File: src/rtl/counter_pkg.sv
// counter_pkg: shared constants and types for the enable-gated wrap counter.
//   DEF_WIDTH   - default counter width in bits
//   DEF_MAX_VAL - default terminal count (all ones at the default width)
//   count_t     - count word at the default width
package counter_pkg;

    localparam int unsigned DEF_WIDTH   = 4;
    localparam int unsigned DEF_MAX_VAL = 15;

    typedef logic [DEF_WIDTH-1:0] count_t;

endpackage

File: src/rtl/modport_counter.sv
// modport_counter: free-running, enable-gated up-counter with a registered
// one-cycle wrap pulse. Counts 0..MAX_VAL, then wraps to 0.
//
// Parameters:
//   WIDTH    - counter width in bits
//   MAX_VAL  - terminal count, legal range 1..2**WIDTH-1
// Ports:
//   clk      - in,  rising-edge clock
//   rst      - in,  synchronous active-high reset, dominates all inputs
//   enable   - in,  count enable, sampled at the rising edge
//   count    - out, current count (registered)
//   overflow - out, high for the one cycle in which count reads 0 after a wrap
module modport_counter
    import counter_pkg::*;
#(
    parameter int unsigned WIDTH   = DEF_WIDTH,
    parameter int unsigned MAX_VAL = 2**WIDTH - 1
) (
    input  logic             clk,
    input  logic             rst,
    input  logic             enable,
    output logic [WIDTH-1:0] count,
    output logic             overflow
);

    // Parameter legality, caught at elaboration.
    if (WIDTH < 1 || WIDTH > 31) begin : gen_bad_width
        $fatal(1, "modport_counter: WIDTH must be 1..31");
    end
    if (MAX_VAL < 1 || MAX_VAL > 2**WIDTH - 1) begin : gen_bad_max
        $fatal(1, "modport_counter: MAX_VAL must be 1..2**WIDTH-1");
    end

    localparam logic [WIDTH-1:0] MAX_CNT = MAX_VAL[WIDTH-1:0];

    logic [WIDTH-1:0] count_next;
    logic             overflow_next;

    // Next-state. The >= also catches a corrupted count above MAX_VAL, which
    // is recovered by wrapping to 0 with an overflow pulse. Below MAX_VAL the
    // increment can never exceed WIDTH bits.
    always_comb begin
        count_next    = count;
        overflow_next = 1'b0;
        if (enable) begin
            if (count >= MAX_CNT) begin
                count_next    = '0;
                overflow_next = 1'b1;
            end else begin
                count_next    = count + 1'b1;
            end
        end
    end

    always_ff @(posedge clk) begin
        if (rst) begin
            count    <= '0;
            overflow <= 1'b0;
        end else begin
            count    <= count_next;
            overflow <= overflow_next;
        end
    end

`ifndef SYNTHESIS
    // A wrap pulse always coincides with a zero count.
    a_ovf_zero : assert property (@(posedge clk) disable iff (rst)
        overflow |-> (count == '0));

    // Wraps can only be back-to-back when the count range is 0..1.
    if (MAX_VAL > 1) begin : gen_no_double
        a_ovf_single : assert property (@(posedge clk) disable iff (rst)
            overflow |=> !overflow);
    end

    a_rst_clear : assert property (@(posedge clk)
        rst |=> (count == '0 && !overflow));
`endif

endmodule

File: config.mk
export PLATFORM = sky130hd
export DESIGN_NAME = modport_counter
export DESIGN_NICKNAME = d
export VERILOG_FILES = /design/src/rtl/counter_pkg.sv /design/src/rtl/modport_counter.sv
export SDC_FILE = /design/constraint.sdc
export NUM_CORES = 1
export LEC_CHECK = 0
export ABC_CLOCK_PERIOD_IN_PS = 1300
export CAP_MARGIN = 20
export CORE_AREA = 3 3 40 42
export CTS_CLUSTER_SIZE = 24
export DETAILED_ROUTE_END_ITERATION = 10
export DIE_AREA = 0 0 43 45
export PLACE_DENSITY = 0.47
export SYNTH_ARGS = -nofsm -noshare
export SYNTH_HDL_FRONTEND = slang
export SYNTH_SLANG_ARGS = --single-unit
File: constraint.sdc
create_clock -name clk -period 1.3 [get_ports clk]
set_clock_uncertainty 0.15 [all_clocks]
set_input_delay 0.13 -clock clk [delete_from_list [all_inputs] [get_ports clk]]
set_output_delay 0.13 -clock clk [all_outputs]
set_load 0.02 [all_outputs]
==> flow_metrics.env <==
export IMPL_status="completed"
export IMPL_drcViolationCount=0
export IMPL_die_area_um2=1940
export IMPL_rows=13
export IMPL_clock_tree_root_cell="clkbuf_4"
export IMPL_final_cell_count_no_fill=52
export IMPL_final_cell_mix="dfxtp_1 (5), dlygate4sd2_1 (5), nor2_1 (4), buf_4 (4), clkbuf_4 (3)"
export IMPL_start_util_pct=16.3
export IMPL_grt_use_total_pct=6.59
export IMPL_endpoint_kind="output port"
export IMPL_p_per_area_nw_per_um2=1140
export IMPL_wl_per_cell_um=9.37
export IMPL_cts_resized_gates=5
export IMPL_grt_max_degree=8
export IMPL_hold_class="input port to flip-flop"
export IMPL_slowest_stage="dfxtp_1"
export IMPL_ir_drop_mv=0.308
export IMPL_required_ns=1.02
export IMPL_cpPeakStageDelay_ns=0.35
export IMPL_max_cap_violations=0
export IMPL_setup_tns_ns=0
export IMPL_p_leak_nw=0.158
export IMPL_drive_gt1_share_pct=18.9
export IMPL_fmax_mhz=820
export IMPL_syn_nets=27
export IMPL_die_h_um=45
export IMPL_numClockSinks=5
export IMPL_io_buffers=7
export IMPL_avgSynthCellArea_um2=9.08
export IMPL_ys_warn_count=0
export IMPL_post_cts_buffers=0
export IMPL_ys_seq_area_share_pct=47.9
export IMPL_synth_cell_types=14
export IMPL_synth_cells=23
export IMPL_grt_ovfl_total=0
export IMPL_grt_pass1_wl_um=848
export IMPL_worst_skew_pair_late_latency_ns=0.24
export IMPL_drtIter0Drc=12
export IMPL_nets=42
export IMPL_final_max_slew_viol_count=0
export IMPL_hold_viol=0
export IMPL_crit_type="flip-flop to output port"
export IMPL_place_inst=48
export IMPL_cts_buffers=3
export IMPL_drtPass1Iterations=4
export IMPL_cp_top_family="flip-flops"
export IMPL_critPathLaunchType="flip-flop"
export IMPL_arrival_ns=0.94
export IMPL_cts_tree="built"
export IMPL_rsz0062_at_grt="false"
export IMPL_die_w_um=43
export IMPL_relSlewSlack_pct=83.8
export IMPL_synth_area_um2=209
export IMPL_htree_levels=1
export IMPL_post_route_period_util_pct=93.8
export IMPL_antenna_found_initial=0
export IMPL_cp_max_fo=3
export IMPL_antenna_left=0
export IMPL_clk_pin_slew_ns=0.05
export IMPL_avgViaCountPerCell=4.12
export IMPL_path_buf_inv=1
export IMPL_num_vias=214
export IMPL_gp_congestion=0.611
export IMPL_worstMarginPinSlew_ns=0.243
export IMPL_yosys_register_bits=5
export IMPL_ioPinCount=8
export IMPL_cts_buffer_depth=2
export IMPL_antenna_cells=0
export IMPL_routed_wl_um=487
export IMPL_setup_viol=0
export IMPL_ctsHoldBuffers=0
export IMPL_finalWorstPathRequiredPeriod_ns=1.22
export IMPL_first_global_vias=210
export IMPL_fin_util_pct=26.7
export IMPL_area_growth_pct=64.1
export IMPL_placeableCoreArea_um2=1280
export IMPL_dp_hpwl_um=348
export IMPL_crit_chain="dlygate4sd2_1"
export IMPL_rrSetupSlack_ns=0.17
flip-flops by register name (all words and copies together), names as in the netlist:
name	count
count	4
overflow	1
layout make-up:
class / instances / area (µm²)
well taps: 15 / 18.8
clock buffers: 4 / 26.3
flip-flops and latches: 5 / 100
repair buffers: 11 / 93.8
multi-input cells: 17 / 104
fillers: 143 / 942
Yosys cell counts, drive strengths merged:
cell,count,area (µm²)
nand3,2,10.0
clkbuf,1,5.00
nand2b,1,6.26
a21oi,2,10.0
dfxtp,5,100
a41oi,1,8.76
nand3b,1,7.51
nor2,4,15.0
ha,1,12.5
nor3,1,5.00
mux2i,1,10.0
nand2,1,3.75
xor2,1,8.76
nand4,1,6.26
metal layers:
| metal | global-route usage, % | wire length [µm] | vias up |
|---|---|---|---|
| met3 | 4.38 | 57 | 0 |
| li1 | - | - | 108 |
| met2 | 6.89 | 191 | 10 |
| met4 | 7.23 | 0 | 0 |
| met1 | 8.01 | 238 | 96 |
| met5 | 0 | 0 | - |
path summary, 6_finish.rpt:
check | end | depth (start not counted) | from
hold reg to reg | overflow$_SDFF_PP0_ | 3 | count[3]$_SDFFE_PP0P_
hold / removal | count[1]$_SDFFE_PP0P_ | 2 | rst
setup reg to reg | count[2]$_SDFFE_PP0P_ | 4 | count[0]$_SDFFE_PP0P_
setup / recovery | count[0] | 1 | count[0]$_SDFFE_PP0P_
cells by family after synthesis:
group | count (synthesis) | share of synthesized area (%)
multiplexers | 1 | 4.79
AO/OA/AOI/OAI | 3 | 8.98
AND/OR/NAND/NOR | 11 | 25.7
flip-flops | 5 | 47.9
buffers and inverters | 1 | 2.39
adder cells (fa/ha/maj) | 1 | 5.99
XOR/XNOR | 1 | 4.19
per-stage QoR:
stage	instance area (µm²)	power (mW)	hold WS (ns)	setup slack (ns)
floorplan	209	0.188	0.0491	0.0742
global placement	323	0.214	0.438	-0.00129
detailed placement	323	0.215	0.431	-0.00445
CTS	343	0.402	0.378	0.0645
global route	343	0.420	0.400	0.0262
finish	343	0.392	0.381	0.0811
where the power goes:
group          total, mW  switching [mW]  internal (mW)
logic             0.0456          0.0227         0.0229
registers          0.162         0.00361          0.159
clock network      0.184          0.0673          0.116
No activity file was read; power rests on OpenSTA's default activity.
